[src/rtl/id_ex_stage.sv]
// ID/EX pipeline register with load-use hazard detection, bubble insertion,
// downstream hold and branch flush; also drives the PC and IF/ID write enables.
module id_ex_stage #(
    parameter int unsigned DATA_WIDTH      = 32,
    parameter int unsigned LOAD_USE_CYCLES = 1
) (
    input  logic                  clock,
    input  logic                  reset,
    input  logic                  id_valid,
    input  logic [3:0]            id_registerA,
    input  logic [3:0]            id_registerB,
    input  logic [3:0]            id_registerRD,
    input  logic                  id_regWrite,
    input  logic                  id_memRead,
    input  logic                  id_memWrite,
    input  logic                  id_ALUSrc,
    input  logic                  id_dataBRegisterFileSelector,
    input  logic [3:0]            id_aluOp,
    input  logic [DATA_WIDTH-1:0] id_dataA,
    input  logic [DATA_WIDTH-1:0] id_dataB,
    input  logic [DATA_WIDTH-1:0] id_immediate,
    input  logic                  flush,
    input  logic                  ex_stall,
    output logic                  id_ex_valid,
    output logic                  id_ex_regWrite,
    output logic                  id_ex_memRead,
    output logic                  id_ex_memWrite,
    output logic                  id_ex_ALUSrc,
    output logic                  id_ex_dataBRegisterFileSelector,
    output logic [3:0]            id_ex_registerA,
    output logic [3:0]            id_ex_registerB,
    output logic [3:0]            id_ex_registerRD,
    output logic [3:0]            id_ex_aluOp,
    output logic [DATA_WIDTH-1:0] id_ex_dataA,
    output logic [DATA_WIDTH-1:0] id_ex_dataB,
    output logic [DATA_WIDTH-1:0] id_ex_immediate,
    output logic                  stall,
    output logic                  pc_write,
    output logic                  if_id_write
);

    localparam logic [2:0] RELOAD = 3'(LOAD_USE_CYCLES - 1);

    logic [2:0] hazard_cnt;
    logic [2:0] hazard_cnt_next;
    logic       uses_b;
    logic       hazard_now;
    logic       bubble;
    logic       load;

    always_comb begin
        uses_b     = id_dataBRegisterFileSelector | ~id_ALUSrc;
        hazard_now = id_valid & id_ex_valid & id_ex_memRead & id_ex_regWrite &
                     ((id_ex_registerRD == id_registerA) |
                      (uses_b & (id_ex_registerRD == id_registerB)));
        stall      = ~flush & (ex_stall | hazard_now | (hazard_cnt != '0));
    end

    assign pc_write    = ~stall;
    assign if_id_write = ~stall;

    // Flush outranks hold, hold outranks hazard bubbles; the counter only
    // reloads when a fresh hazard is seen with no bubbles outstanding.
    always_comb begin
        bubble          = 1'b0;
        load            = 1'b0;
        hazard_cnt_next = hazard_cnt;
        if (flush) begin
            bubble          = 1'b1;
            hazard_cnt_next = '0;
        end else if (!ex_stall) begin
            if (hazard_cnt != '0) begin
                bubble          = 1'b1;
                hazard_cnt_next = hazard_cnt - 3'd1;
            end else if (hazard_now) begin
                bubble          = 1'b1;
                hazard_cnt_next = RELOAD;
            end else begin
                load = 1'b1;
            end
        end
    end

    always_ff @(posedge clock) begin
        if (!reset) begin
            hazard_cnt <= '0;
        end else begin
            hazard_cnt <= hazard_cnt_next;
        end
    end

    always_ff @(posedge clock) begin
        if (!reset || bubble) begin
            id_ex_valid                     <= 1'b0;
            id_ex_regWrite                  <= 1'b0;
            id_ex_memRead                   <= 1'b0;
            id_ex_memWrite                  <= 1'b0;
            id_ex_ALUSrc                    <= 1'b0;
            id_ex_dataBRegisterFileSelector <= 1'b0;
            id_ex_registerA                 <= '0;
            id_ex_registerB                 <= '0;
            id_ex_registerRD                <= '0;
            id_ex_aluOp                     <= '0;
            id_ex_dataA                     <= '0;
            id_ex_dataB                     <= '0;
            id_ex_immediate                 <= '0;
        end else if (load) begin
            // Side-effecting controls are squashed for non-instructions so the
            // forwarding unit never sees a phantom write.
            id_ex_valid                     <= id_valid;
            id_ex_regWrite                  <= id_regWrite & id_valid;
            id_ex_memRead                   <= id_memRead & id_valid;
            id_ex_memWrite                  <= id_memWrite & id_valid;
            id_ex_ALUSrc                    <= id_ALUSrc;
            id_ex_dataBRegisterFileSelector <= id_dataBRegisterFileSelector;
            id_ex_registerA                 <= id_registerA;
            id_ex_registerB                 <= id_registerB;
            id_ex_registerRD                <= id_registerRD;
            id_ex_aluOp                     <= id_aluOp;
            id_ex_dataA                     <= id_dataA;
            id_ex_dataB                     <= id_dataB;
            id_ex_immediate                 <= id_immediate;
        end
    end

endmodule

[config.mk]
export PLATFORM = sky130hd
export DESIGN_NAME = id_ex_stage
export DESIGN_NICKNAME = d
export VERILOG_FILES = /design/src/rtl/id_ex_stage.sv
export SDC_FILE = /design/constraint.sdc
export NUM_CORES = 1
export LEC_CHECK = 0
export ABC_AREA = 1
export BUFFER_PORTS_ARGS = -buffer_cell sky130_fd_sc_hd__buf_2
export CAP_MARGIN = 10
export CORE_MARGIN = 1
export CORE_UTILIZATION = 45
export DETAILED_ROUTE_END_ITERATION = 10
export PLACE_DENSITY = 0.76
export SETUP_SLACK_MARGIN = 0.2
export SLEW_MARGIN = 20
export SYNTH_ARGS = -nofsm -noshare
export SYNTH_HDL_FRONTEND = slang
export SYNTH_SLANG_ARGS = --single-unit
[constraint.sdc]
create_clock -name clock -period 1.65 [get_ports clock]
set_input_delay 0.33 -clock clock [delete_from_list [all_inputs] [get_ports clock]]
set_output_delay 0.33 -clock clock [all_outputs]
set_load 0.02 [all_outputs]
-- After elaboration in Yosys (flattened, before gate mapping)
Cells that the tools add are included.
- $add $sub $neg: 1
- multiply operators: 0
- div/mod/pow operators: 0
- order comparisons: 0
- eq/ne operators: 2
- shift-type cells: 0
- mux-type cells: 10
- bitwise gates (word level): 18
- reduce and logical (&&, ||, !) cells: 6
- operator list (cell ; number):
    $and 1x1->1 ; 9
    $eq 4x4->1 ; 2
    $mux 1 ; 8
    $mux 3 ; 2
    $not 1->1 ; 5
    $or 1x1->1 ; 4
    $reduce_bool 3->1 ; 1
    $sub 3x1->3 const B ; 1
    $reduce_and 2->1 ; 1
    $reduce_bool 2->1 ; 1
    $reduce_or 2->1 ; 1
    $logic_not 1->1 ; 1
    $logic_or 1x1->1 ; 1
- flip-flop bits (word level): 121
- bits in latches: 0
- memory bits (writable): 0
- memory bits (read-only): 0
- input port bits: 122
- output and inout bits: 121
- word-level logic and storage cells: 51
- memories kept: 0

-- Longest topological paths before layout
Gate-level depths: netlist of run 1.
- depth after elaboration: 10
- depth in mapped cells: 13
- gate-level depth less buffers: 12

-- Least setup slack after synthesis of run 1
Ideal clock, no wire load.
- kind: flip-flop to output port
- start point: register id_ex_memRead
- end point: output pc_write
- arrival: 1.482 ns
- required time: 1.320 ns
- slack: -0.162 ns
- cell stages (with the launch flop): 7
- cells stage by stage: dfxtp_1 inv_2 nor4_2 a21oi_1 nand2_1 nand2_1 buf_4
- longest elaborated chain between the ends: 7
- RTL lines (item ; line ; text):
    from (decl) ; 26 ; output logic id_ex_memRead,
    from (signal assigned) ; 112 ; id_ex_memRead <= id_memRead & id_valid;
    $and 1x1->1 (3 in series) ; 53 ; hazard_now = id_valid & id_ex_valid & id_ex_memRead & id_ex_regWrite &
    $or 1x1->1 (2 in series) ; 56 ; stall = ~flush & (ex_stall | hazard_now | (hazard_cnt != '0));
    $and 1x1->1 ; 56 ;
    $not 1->1 ; -- ;
    to (decl) ; 38 ; output logic pc_write,
No other way between the ends.

-- Worst setup path after layout of run 1
- start point: register id_ex_registerRD[2]
- end point: register id_ex_registerRD[0]
- longest elaborated chain between the ends: 9
- elaborated cells on any way between the ends: 14
- classes of those cells: 2 x eq/ne; 8 x mux; 3 x bitwise; 1 x reduce/logical
- RTL lines (item ; line ; text):
    from (decl) ; 32 ; output logic [3:0] id_ex_registerRD,
    from (signal assigned) ; 118 ; id_ex_registerRD <= id_registerRD;
    $eq 4x4->1 ; 55 ; (uses_b & (id_ex_registerRD == id_registerB)));
    $and 1x1->1 ; 55 ;
    $or 1x1->1 (*) ; 54 ; ((id_ex_registerRD == id_registerA) |
    $and 1x1->1 (*) ; 53 ;
    $mux 1 ; 75 ; end else if (hazard_now) begin
    $mux 1 ; 72 ; if (hazard_cnt != '0) begin
    $mux 1 ; 71 ; end else if (!ex_stall) begin
    $mux 1 ; 68 ; if (flush) begin
    $logic_or 1x1->1 ; 93 ; if (!reset || bubble) begin
Mark *: on every way between the ends. The rest lies on a longest branch, timed or not.
A chain may end at the register's enable or synchronous reset.

==> impl_metrics.py, run 1 <==
metrics = {
    "status": {
        "outcome": "finished, violations left",
        "violations": "negative setup slack",
    },
    "floorplanning": {
        "floorplan.initialDensity_pct": 46.8,
        "ios": 243,
        "rows": 40,
        "die_h_um": 114,
        "die_area_mm2": 0.0131,
        "fp.dieW_um": 114,
        "core_area_mm2": 0.0122,
    },
    "power": {
        "switching_power_mw": 2.41,
        "seqPwrFrac_pct": 35.4,
        "swShare_pct": 27.8,
        "clkPwrFrac_pct": 43.6,
        "power.total_mw": 8.68,
        "ir_worst_vdd_uv": 627,
        "p_comb_share_pct": 21.0,
        "powerDensity_mw_per_mm2": 840,
        "p_leak_nw": 5.41,
        "p_int_mw": 6.27,
    },
    "yosys": {
        "ys_ff_latch": 121,
        "seq_area_frac_synth_pct": 42.6,
        "yosysMostFrequentCell": "nand2_1",
        "synth_cell_type_count": 25,
        "synth_ff_type": "dfxtp_1",
        "synth_top_area_share_pct": 42.6,
        "synth-edff-count": 0,
        "synthMuxAreaShare_pct": 0,
        "ys_async_sr_fraction_pct": 0,
        "synth_fp_nets": 937,
        "synth-xor-area-share_pct": 0.462,
        "syn_avg_cell_area_um2": 6.98,
        "synth.area.top_cells": "dfxtp_1 (43%), nand2_1 (13%), nor2_1 (12%), inv_1 (8.4%), nor2_2 (6.8%)",
        "ys_warn_count": 0,
        "synth.cell_area_mm2": 0.00569,
        "yosysTopAreaCell": "dfxtp_1",
        "syn_inst": 815,
        "synth_fa_ha_area_share_pct": 0,
        "synth_compound_area_share_pct": 0.770,
        "netlist_top_cells_count": "nand2_1 (202), nor2_1 (180), inv_1 (128)",
        "synth_top_family_by_area": "simple AND/OR/NAND/NOR gates",
        "synthSimpleGateAreaFrac_pct": 40.2,
    },
    "sta": {
        "maxSlewHeadroom_pct": 77.0,
        "rsz0062_at_grt": "yes",
        "max_freq_mhz": 465,
        "hold_viol": 0,
        "whs_ns": 0.123,
        "layout_setup_ws_ns": -0.500,
        "worst_slew_pin_slew_ns": 0.343,
        "period_minus_slack_ns": 2.15,
        "slew_viol_final": 0,
        "setup_viol": 124,
        "finalCritPeriodShare_pct": 130,
        "fin_skew_ns": 0.0111,
    },
    "critical_path": {
        "worstPathArrival_ns": 2.50,
        "worstPathRequired_ns": 2.00,
        "r2r-end": "id_ex_registerRD[0]$_SDFFE_PP0P_",
        "rr_worst_depth": 17,
        "path_max_fanout": 8,
        "timing.rr.start": "id_ex_registerRD[2]$_SDFFE_PP0P_",
        "r2r_setup_slack_ns": -0.50,
        "critPathLaunchType": "register",
        "cp-end-kind": "register",
        "crit_type": "register to register",
    },
    "clocking": {
        "htree_levels": 4,
        "clock_path_buffers": 2,
        "cts_tree": "built",
        "clk-insertion-delay-late_ns": 0.42,
        "cts.clk_slew.worst_paths_ns": 0.06,
        "root_buffer": "clkbuf_16",
        "clock-sinks": 121,
        "cts_made_buffers": 17,
        "cts_hold_buf": 0,
    },
    "hold_path": {
        "worstHoldStart": "id_dataA[9]",
        "min_path_cells": 3,
        "hold_end": "id_ex_dataA[9]$_SDFFE_PP0P_",
        "hold_path_class": "input pin to register",
    },
    "run": {
        "drv_cap": 0,
    },
    "drt": {
        "top_layer": "met4",
        "viasPerCell": 4.80,
        "vias": 6311,
        "drtPass1Iterations": 5,
        "drt_iter0_markers": 493,
        "ant_nets": 0,
        "routedWlPerCell_um": 17.3,
        "drc_errors": 0,
        "wl_met2_mm": 12.0,
        "route.layer.met1.wl_mm": 8.21,
        "routed_wl_mm": 22.7,
        "wl_met3_mm": 1.52,
    },
    "grt": {
        "grt.total_usage_pct": 29.4,
        "grt_max_degree": 35,
        "antenna_found_initial": 1,
        "gr-total-overflow": 0,
        "grt_pass1_wl_mm": 28.9,
        "grt_pass1_vias": 5862,
    },
    "finish": {
        "nets": 1254,
        "syn2layout_area_growth_pct": 81.8,
        "drive_gt1_share_pct": 63.1,
        "finalInstanceArea_mm2": 0.0103,
        "final_cells": 1314,
    },
    "placed_design": {
        "placed_cell_area_mm2": 0.00695,
        "dp_hpwl_mm": 9.00,
        "dp_slack_ns": -0.0946,
        "placed_cells": 1203,
        "port_buffers": 242,
        "place_congestion": 0.824,
    },
}
-- critical path, cell delays in order, from the launching register on --
cell and delay (ns):
dfxtp_4 0.36, inv_2 0.08, nand2_1 0.07, nand2_1 0.09, nor2_1 0.06, nand3_2 0.09
nand2_4 0.07, buf_6 0.11, buf_6 0.11, nand2_4 0.08, nand4_4 0.11, buf_6 0.16
buf_8 0.13, buf_12 0.14, buf_16 0.15, nand2_4 0.07, nand2_2 0.06, nor2_1 0.11
-- power by group through the flow --
stage | clock network, mW | logic, mW | registers [mW]
3_3_place_gp | 0 | 0.925 | 3.12
2_1_floorplan | 0 | 0.533 | 3.25
4_1_cts | 3.77 | 1.50 | 3.06
6_report | 3.79 | 1.83 | 3.07
5_1_grt | 3.94 | 1.91 | 3.08
3_5_place_dp | 0 | 0.931 | 3.12
-- placed cells by master (no fill, tap or decap), types with 3 or more instances in the layout --
cell type,netlist,layout
buf_12,11,16
buf_16,0,35
buf_2,16,239
buf_4,8,16
buf_6,3,17
buf_8,1,6
clkbuf_1,0,3
clkbuf_16,0,26
clkbuf_8,0,3
clkinv_2,0,6
dfxtp_1,121,114
dfxtp_4,0,6
inv_1,128,123
inv_2,4,9
nand2_1,202,112
nand2_2,61,85
nand2_4,2,68
nor2_1,180,65
nor2_2,62,124
nor2_4,0,53
-- kinds of logic after synthesis --
family / count (synthesis)
AND/OR/NAND/NOR: 513
flip-flops: 121
AO/OA/AOI/OAI: 6
buffers and inverters: 172
XOR/XNOR: 3
-- sequential cells by signal (all words and copies together) (netlist names) --
signal / flops
id_ex_dataA: 32
id_ex_dataB: 32
id_ex_immediate: 32
id_ex_aluOp: 4
id_ex_registerA: 4
id_ex_registerB: 4
id_ex_registerRD: 4
hazard_cnt: 3
id_ex_ALUSrc: 1
id_ex_dataBRegisterFileSelector: 1
id_ex_memRead: 1
id_ex_memWrite: 1
id_ex_regWrite: 1
id_ex_valid: 1
-- layer usage --
metal,global-route usage [%],vias to the layer above
met5,0,-
li1,-,2976
met3,8.26,101
met4,14.7,0
met1,30.9,2928
met2,53.4,306
-- metrics by stage --
step / TNS, ns / utilization, %
6_report: -50.85 / 85.0
5_1_grt: -56.93 / 85.0
4_1_cts: -33.83 / 77.3
3_5_place_dp: -7.21 / 57.1
3_3_place_gp: -4.28 / 57.1
2_1_floorplan: 0 / -
-- cell type report --
class,instances,area [um2]
antenna,1,2.50
clock buffer,24,503
clock inverter,8,90.1
fill,666,1820
inverter,133,499
multi-input combinational,522,3510
sequential,121,2450
tap,168,210
timing repair buffer,337,3080
-- worst max path at each step --
stage	slack, ns	end	cells past startpoint	start
after global placement	-0.05	id_ex_dataA[24]$_SDFFE_PP0P_	13	id_registerA[1]
after detailed placement	-0.09	id_ex_immediate[6]$_SDFFE_PP0P_	13	id_registerA[1]
after global routing	-0.54	id_ex_dataA[30]$_SDFFE_PP0P_	17	id_ex_registerRD[2]$_SDFFE_PP0P_
after floorplan	0.12	pc_write	10	id_ex_registerRD[0]$_SDFFE_PP0P_
final	-0.50	id_ex_registerRD[0]$_SDFFE_PP0P_	17	id_ex_registerRD[2]$_SDFFE_PP0P_
after CTS	-0.35	stall	11	id_ex_registerRD[1]$_SDFFE_PP0P_
-- what timing repair did --
action                                  in CTS  in global routing
pin swaps                                   18                 58
cloned                                      31                  8
gates resized for setup                    211                202
buffers inserted                            35                  4
endpoints found under the setup margin     123                124
No activity file was read; power rests on OpenSTA's default activity.
==> run 2: changes to the inputs <==
- ABC_AREA: 1 -> not set
- PLACE_DENSITY: 0.76 -> 0.8
==> impl_metrics.py, run 2 <==
metrics = {
    "sta": {
        "hold_viol": 0,
        "rsz0062_at_grt": "yes",
        "fin_skew_ns": 0.0152,
        "period_minus_slack_ns": 2.18,
        "max_freq_mhz": 459,
        "worst_slew_pin_slew_ns": 0.412,
        "slew_viol_final": 0,
        "maxSlewHeadroom_pct": 72.6,
        "finalCritPeriodShare_pct": 132,
        "setup_viol": 121,
        "layout_setup_ws_ns": -0.529,
    },
    "yosys": {
        "synth-edff-count": 0,
        "ys_warn_count": 0,
        "synth.area.top_cells": "dfxtp_1 (52%), o31ai_1 (19%), nand2_1 (19%), buf_2 (2.6%), buf_4 (2.6%)",
        "synth.cell_area_mm2": 0.00470,
        "syn_inst": 557,
        "syn_avg_cell_area_um2": 8.44,
        "yosysMostFrequentCell": "nand2_1",
        "synth_fp_nets": 679,
        "synth_top_area_share_pct": 51.5,
        "synth_ff_type": "dfxtp_1",
        "ys_ff_latch": 121,
        "synth_cell_type_count": 25,
        "seq_area_frac_synth_pct": 51.5,
        "netlist_top_cells_count": "nand2_1 (234), dfxtp_1 (121), o31ai_1 (118)",
        "yosysTopAreaCell": "dfxtp_1",
        "ys_async_sr_fraction_pct": 0,
    },
    "drt": {
        "routedWlPerCell_um": 21.3,
        "routed_wl_mm": 20.7,
        "viasPerCell": 5.78,
        "ant_nets": 0,
        "drtPass1Iterations": 5,
        "vias": 5628,
        "drc_errors": 0,
        "drt_iter0_markers": 479,
    },
    "grt": {
        "grt_pass1_wl_mm": 25.4,
        "antenna_found_initial": 0,
        "grt.total_usage_pct": 29.3,
        "grt_pass1_vias": 5201,
        "grt_max_degree": 52,
        "gr-total-overflow": 0,
    },
    "clocking": {
        "cts.clk_slew.worst_paths_ns": 0.06,
        "root_buffer": "clkbuf_8",
        "clk-insertion-delay-late_ns": 0.50,
        "clock-sinks": 121,
        "cts_tree": "built",
        "htree_levels": 4,
        "cts_hold_buf": 0,
        "clock_path_buffers": 2,
        "cts_made_buffers": 17,
    },
    "placed_design": {
        "dp_slack_ns": -0.287,
        "dp_hpwl_mm": 9.22,
        "placed_cell_area_mm2": 0.00605,
        "placed_cells": 901,
        "port_buffers": 242,
        "place_congestion": 0.822,
    },
    "floorplanning": {
        "core_area_mm2": 0.00995,
        "rows": 36,
        "die_h_um": 104,
        "fp.dieW_um": 104,
        "die_area_mm2": 0.0109,
        "floorplan.initialDensity_pct": 47.2,
        "ios": 243,
    },
    "critical_path": {
        "crit_type": "register to output port",
        "r2r-end": "id_ex_aluOp[3]$_SDFFE_PP0P_",
        "worstPathRequired_ns": 1.32,
        "critPathLaunchType": "register",
        "path_max_fanout": 4,
        "startpoint": "id_ex_registerRD[1]$_SDFFE_PP0P_",
        "cp-end-kind": "output port",
        "rr_worst_depth": 9,
        "worstPathArrival_ns": 1.85,
        "r2r_setup_slack_ns": -0.33,
        "timing.rr.start": "id_ex_registerRD[1]$_SDFFE_PP0P_",
    },
    "hold_path": {
        "hold_path_class": "input pin to register",
        "hold_end": "id_ex_immediate[10]$_SDFFE_PP0P_",
        "worstHoldStart": "id_immediate[10]",
        "min_path_cells": 3,
    },
    "power": {
        "powerDensity_mw_per_mm2": 853,
        "p_leak_nw": 3.75,
        "ir_worst_vdd_uv": 606,
        "power.total_mw": 7.35,
    },
    "run": {
        "drv_cap": 0,
    },
    "status": {
        "violations": "negative setup slack",
        "outcome": "finished, violations left",
    },
    "finish": {
        "syn2layout_area_growth_pct": 83.5,
        "reg_top3": "id_ex_dataA x32, id_ex_dataB x32, id_ex_immediate x32",
        "final_cells": 973,
        "drive_gt1_share_pct": 53.1,
        "nets": 950,
        "fillers": 463,
        "insertedDiodeCount": 0,
        "finalInstanceArea_mm2": 0.00862,
        "finish.utilization_pct": 86.6,
        "final_common_cell": "nand2_1",
        "layout_common_cells": "nand2_1 (234), buf_2 (232), dfxtp_1 (114), o31ai_4 (60), o31ai_2 (32)",
    },
}
-- run 2: changes by cell type after synthesis, moves of 11 or more --
| cell | change |
|---|---|
| nor2_1 | -178 |
| inv_1 | -127 |
| o31ai_1 | +118 |
| nor2_2 | -62 |
| nand2_2 | -61 |
| nand2_1 | +32 |
| buf_12 | -11 |
| clkbuf_1 | +11 |
-- run 2: metrics by stage --
| step | hold WS, ns | TNS (ns) |
|---|---|---|
| after global placement | 0.427 | -18.07 |
| after detailed placement | 0.436 | -23.75 |
| final | 0.0782 | -26.60 |
| after floorplan | 0.445 | -0.226 |
| after CTS | 0.0513 | -4.17 |
| after global routing | 0.0541 | -33.71 |
-- run 2: timing repair --
action / 4_1_cts / 5_1_grt
setup buffers: 16 / 7
setup endpoints to repair: 125 / 127
gates cloned: 14 / 4
pin swaps: 39 / 46
gates resized for setup: 97 / 143
-- run 2: how the worst max path moves through the flow --
stage and endpoint:
6_report pc_write, 5_1_grt stall, 4_1_cts pc_write, 3_5_place_dp id_ex_dataA[4]$_SDFFE_PP0P_
3_3_place_gp pc_write, 2_1_floorplan pc_write
-- run 2: where the power goes --
group          internal [mW]  switching (mW)
clock network           2.14            1.39
logic                  0.334           0.419
registers               3.01          0.0612
-- run 2: logic make-up after synthesis --
family	share of synthesized area (%)
AO/OA/AOI/OAI	19.7
XOR/XNOR	1.49
buffers and inverters	6.55
flip-flops	51.5
AND/OR/NAND/NOR	20.7
-- run 2: final cells by class --
class | count | area [um2] | share of cell area, %
timing repair buffer | 305 | 2410 | 27.9
tap | 133 | 166 | 1.93
inverter | 1 | 3.75 | 0.0435
clock inverter | 12 | 128 | 1.48
multi-input combinational | 382 | 3060 | 35.4
clock buffer | 19 | 422 | 4.89
sequential | 121 | 2440 | 28.3
-- run 2: per-layer routing --
layer / routed length, um / global-route usage (%)
met1: 7320 / 34.0
met2: 10900 / 53.6
met3: 1540 / 5.95
met4: 933 / 9.69
met5: 0 / 0
-- run 2: critical path, stage by stage (launching register included) --
cell and delay, ns:
dfxtp_2 0.34, xnor2_1 0.19, nand4_1 0.20, nor3_4 0.31
o41ai_4 0.14, buf_4 0.18
